[config.mk]
export PLATFORM = sky130hd
export DESIGN_NAME = mem_arbiter
export DESIGN_NICKNAME = d
export VERILOG_FILES = /design/src/rtl/mem_arbiter.sv
export SDC_FILE = /design/constraint.sdc
export NUM_CORES = 1
export LEC_CHECK = 0
export ABC_AREA = 1
export BUFFER_PORTS_ARGS = -buffer_cell sky130_fd_sc_hd__buf_2
export CAP_MARGIN = 40
export CORE_AREA = 8 8 99 101
export CTS_CLUSTER_SIZE = 30
export DETAILED_ROUTE_END_ITERATION = 8
export DIE_AREA = 0 0 107 109
export GPL_TIMING_DRIVEN = 0
export SLEW_MARGIN = 20
export SYNTH_ARGS = -nofsm -noshare
export SYNTH_HDL_FRONTEND = slang
export SYNTH_SLANG_ARGS = --single-unit
[constraint.sdc]
create_clock -name clk -period 2.1 [get_ports clk]
set_input_delay 0.315 -clock clk [delete_from_list [all_inputs] [get_ports clk]]
set_output_delay 0.315 -clock clk [all_outputs]
set_load 0.01 [all_outputs]
[src/rtl/mem_arbiter.sv]
`default_nettype none
// ============================================================================
// Module      : mem_arbiter
// Description : Shares one single-port synchronous memory between the fetch
//               port and the load/store port (IDLE -> ISSUE -> RESP sequence).
//               Optional macro ARB_RR_EN selects round-robin arbitration;
//               default build uses fixed D-over-IF priority.
// Revision    : 1.0  initial release
// ============================================================================
module mem_arbiter #(
  parameter int ADDR_W = 32,
  parameter int DATA_W = 32
) (
  input  logic                clk,
  input  logic                rst,
  input  logic                if_req,
  input  logic [ADDR_W-1:0]   if_addr,
  output logic [DATA_W-1:0]   if_rdata,
  output logic                if_ready,
  input  logic                d_req,
  input  logic                d_we,
  input  logic [ADDR_W-1:0]   d_addr,
  input  logic [DATA_W-1:0]   d_wdata,
  input  logic [DATA_W/8-1:0] d_sel,
  output logic [DATA_W-1:0]   d_rdata,
  output logic                d_ready,
  output logic                mem_ce,
  output logic                mem_we,
  output logic [ADDR_W-1:0]   mem_addr,
  output logic [DATA_W-1:0]   mem_wdata,
  output logic [DATA_W/8-1:0] mem_sel,
  input  logic [DATA_W-1:0]   mem_rdata,
  output logic                stallreq_if,
  output logic                stallreq_d
);

  typedef enum logic [1:0] {
    ST_IDLE  = 2'd0,
    ST_ISSUE = 2'd1,
    ST_RESP  = 2'd2
  } state_t;

  state_t state_q, state_d;
  logic   gnt_q, gnt_d;   // 0 = IF, 1 = D
  logic   we_q, we_d;     // store flag captured at grant time
  logic   pick;

`ifdef ARB_RR_EN
  logic last_q, last_d;   // port served most recently, 0 = IF, 1 = D

  always_comb begin
    pick = d_req;
    if (d_req && if_req) begin
      pick = ~last_q;
    end
  end
`else
  always_comb begin
    pick = d_req;
  end
`endif

  always_comb begin
    state_d = state_q;
    gnt_d   = gnt_q;
    we_d    = we_q;
`ifdef ARB_RR_EN
    last_d  = last_q;
`endif
    case (state_q)
      ST_IDLE: begin
        if (if_req || d_req) begin
          state_d = ST_ISSUE;
          gnt_d   = pick;
          we_d    = pick & d_we;
`ifdef ARB_RR_EN
          last_d  = pick;
`endif
        end
      end
      ST_ISSUE: state_d = ST_RESP;
      ST_RESP:  state_d = ST_IDLE;
      default:  state_d = ST_IDLE;
    endcase
  end

  always_ff @(posedge clk or negedge rst) begin
    if (!rst) begin
      state_q <= ST_IDLE;
      gnt_q   <= 1'b0;
      we_q    <= 1'b0;
`ifdef ARB_RR_EN
      last_q  <= 1'b0;
`endif
    end else begin
      state_q <= state_d;
      gnt_q   <= gnt_d;
      we_q    <= we_d;
`ifdef ARB_RR_EN
      last_q  <= last_d;
`endif
    end
  end

  // Outputs decode from the registered state only, so an asynchronous reset
  // clears the memory strobes in the same cycle.
  always_comb begin
    mem_ce    = 1'b0;
    mem_we    = 1'b0;
    mem_addr  = '0;
    mem_wdata = '0;
    mem_sel   = '0;
    if_ready  = 1'b0;
    if_rdata  = '0;
    d_ready   = 1'b0;
    d_rdata   = '0;
    case (state_q)
      ST_ISSUE: begin
        mem_ce = 1'b1;
        if (gnt_q) begin
          mem_we    = we_q;
          mem_addr  = d_addr;
          mem_wdata = d_wdata;
          mem_sel   = d_sel;
        end else begin
          mem_addr  = if_addr;
          mem_sel   = '1;
        end
      end
      ST_RESP: begin
        if (gnt_q) begin
          d_ready = 1'b1;
          d_rdata = we_q ? '0 : mem_rdata;
        end else begin
          if_ready = 1'b1;
          if_rdata = mem_rdata;
        end
      end
      default: ;
    endcase
  end

  assign stallreq_if = if_req & ~if_ready;
  assign stallreq_d  = d_req & ~d_ready;

endmodule
`default_nettype wire

==> metrics.cfg <==
[route]
wl_um = 10900
ant_nets = 0
drtPass1Iterations = 4
drc_errors = 0
vias = 3286
via_per_inst = 4.39
drt-initial-drc-count = 208
wl_per_cell_um = 14.5

[synth]
synth-edff-count = 0
synth_nets = 500
synthDistinctLibCells = 12
synth_seq_cells = 4
synth-main-ff-cell = dfrtp_1
yosys.cell_count.top_type = nand2_1
synth_top_area_share_pct = 31.4
syn_area_per_cell_um2 = 4.54
yosysTopAreaCell = nand2_1
synthArstFlopShare_pct = 100
netlist_area_um2 = 1650
synthTopCellsByCount = 138 x nand2_1, 106 x nor2_1, 34 x nand3_1
synth.area.top_cells = nand2_1 31%, nor2_1 24%, nand3_1 10%
yosys_warnings = 0
synthCells = 363
ys_seq_area_share_pct = 6.07

[global_route]
grt_pass1_wl_um = 16000
gr-max-usage-layer = met2
grtUsageMet3_pct = 4.91
antenna_found_initial = 0
grt_remaining_overflow = 0
grt_pass1_vias = 3258
met1_usage_pct = 17.3
use_met2_pct = 32.4
grt_usage_pct = 16.7
grt_max_degree = 11

[clock_tree]
path_clk_slew_ns = 0.03
cts_tree = done
cts_sinks = 4
htreeDepth = 1
clock_path_buffers = 2
cts-resized-gates = 0
clkLatencyLatePin_ns = 0.22
cts_setup_buffers = 0
cts_buffers = 3
clk_root_buffer_cell = clkbuf_8

[floorplan]
initial_core_util_pct = 19.7
rows = 34
core_area_um2 = 8380
ios = 275
die_area_um2 = 11700
die_h_um = 109
die_w_um = 107

[final_layout]
nFillCells = 976
drive_gt1_share_pct = 48.8
num_antenna_cells = 0
regArea_um2 = 100
syn_to_final_growth_pct = 94.5
final_nets = 780
multi_input_area_um2 = 1260

[job]
drv_cap = 0

[timing]
setup_viol_count_final = 0
relSlewSlack_pct = 76.5
fmax_mhz = 539
timing.final.hold_violations = 0
final.setup.tns_ns = 0
finalCriticalPeriod_ns = 1.85
skew_ns = 0.000586
post-route-period-util_pct = 88.3
worst_pin_slew_ns = 0.351
maxSlewViolCount = 0
rsz0062_at_grt = no

[place]
place.gp.congestion = 0.849
dp_hpwl_um = 9360
port_buffers = 274

[setup_path]
critPathMostFrequentCell = buf_2
slowest_stage = dfrtp_1
cp.arrival_ns = 1.54
critPathTopFamily = buffers and inverters
path_cells = inv_1, nand2_1, buf_2, a21oi_1, buf_2
crit_path_max_incr_delay_ns = 0.39
cp-end-kind = primary output
start_kind = flop
r2r_end = state_q[1]
r2r_start = state_q[1]
critPathKind = flop to primary output
worstRegToRegCells = 4
path_buf_inv = 3
cp.required_ns = 1.78
critPathMaxFanout = 10
r2r_setup_slack_ns = 0.96

[min_path]
min_from = d_we
min_to = we_q
whs_path_depth = 3
holdCritPathClass = primary input to flop

[outcome]
status = finished, final reports clean

[power]
p_per_area_nw_per_um2 = 1120
p_leak_nw = 2.11
peakVddDrop_v = 0.000374
power_mw = 3.58

==> worst max-delay path by stage <==
stage | start | endpoint | cells after the start | slack, ns
2_1_floorplan | gnt_q | mem_addr[29] | 5 | 0.82
3_3_place_gp | state_q[1] | mem_addr[0] | 5 | 0.45
3_5_place_dp | state_q[1] | mem_addr[1] | 5 | 0.41
4_1_cts | state_q[1] | mem_addr[3] | 5 | 0.17
5_1_grt | state_q[1] | mem_addr[1] | 5 | 0.12
6_report | state_q[1] | mem_addr[1] | 5 | 0.25
==> power by group <==
part,internal [mW],switching [mW]
Combinational,1.20,2.08
Sequential,0.116,0.0236
Clock,0.122,0.0380
Total,1.43,2.14
==> cell families after synthesis <==
family | synth area share (%)
AOI/OAI and AO/OA | 10.0
buffers and inverters | 17.8
DFF | 6.07
and+or+nand+nor | 66.2
==> state kept, by name, summed over array words and instances (netlist names) <==
name and cells:
we_q 1, gnt_q 1, state_q 2
==> cell usage in the layout (no fill, tap or decap) <==
cell,count
buf_4,8
a21oi_1,32
clkbuf_8,3
buf_6,8
nand3_1,34
inv_1,11
nor3_1,1
dlygate4sd3_1,1
dfrtp_1,4
nand2_1,138
nor2_1,106
inv_4,1
buf_2,293
o21ai_0,1
==> area by class of cell <==
class | count | area share [%]
Timing Repair Buffer | 275 | 43.1
Tap cell | 108 | 4.21
Buffer | 35 | 7.65
Sequential cell | 4 | 3.12
Clock buffer | 3 | 1.29
Inverter | 12 | 1.48
Multi-Input combinational cell | 312 | 39.2
==> metal layers <==
layer  share of wire [%]  vias to the layer above
met3                 9.4                       14
met5                   0                        -
met1                  37                     1427
li1                    -                     1673
met4                 1.5                        0
met2                  52                      172
==> worst reg2reg max path, cell delays in order, from the launching register on <==
cell,delay (ns)
dfrtp_1,0.37
inv_1,0.05
nand2_1,0.27
buf_2,0.28
inv_1,0.05
==> stage by stage <==
step	instance area (um^2)	instances	util (%)	worst slack, ns	hold WS, ns
2_1_floorplan	1650	363	-	0.816	0.0194
3_3_place_gp	3160	745	37.7	0.451	0.120
3_5_place_dp	3160	745	37.7	0.413	0.125
4_1_cts	3210	749	38.3	0.174	0.348
5_1_grt	3210	749	38.3	0.124	0.375
6_report	3210	749	38.3	0.245	0.348
==> repair_timing <==
action                                  in CTS  in global routing
hold buffers                                 1                  0
hold endpoints to repair                     4                  0
endpoints found under the setup margin       0                  0
(Power assumes the default switching activity.)
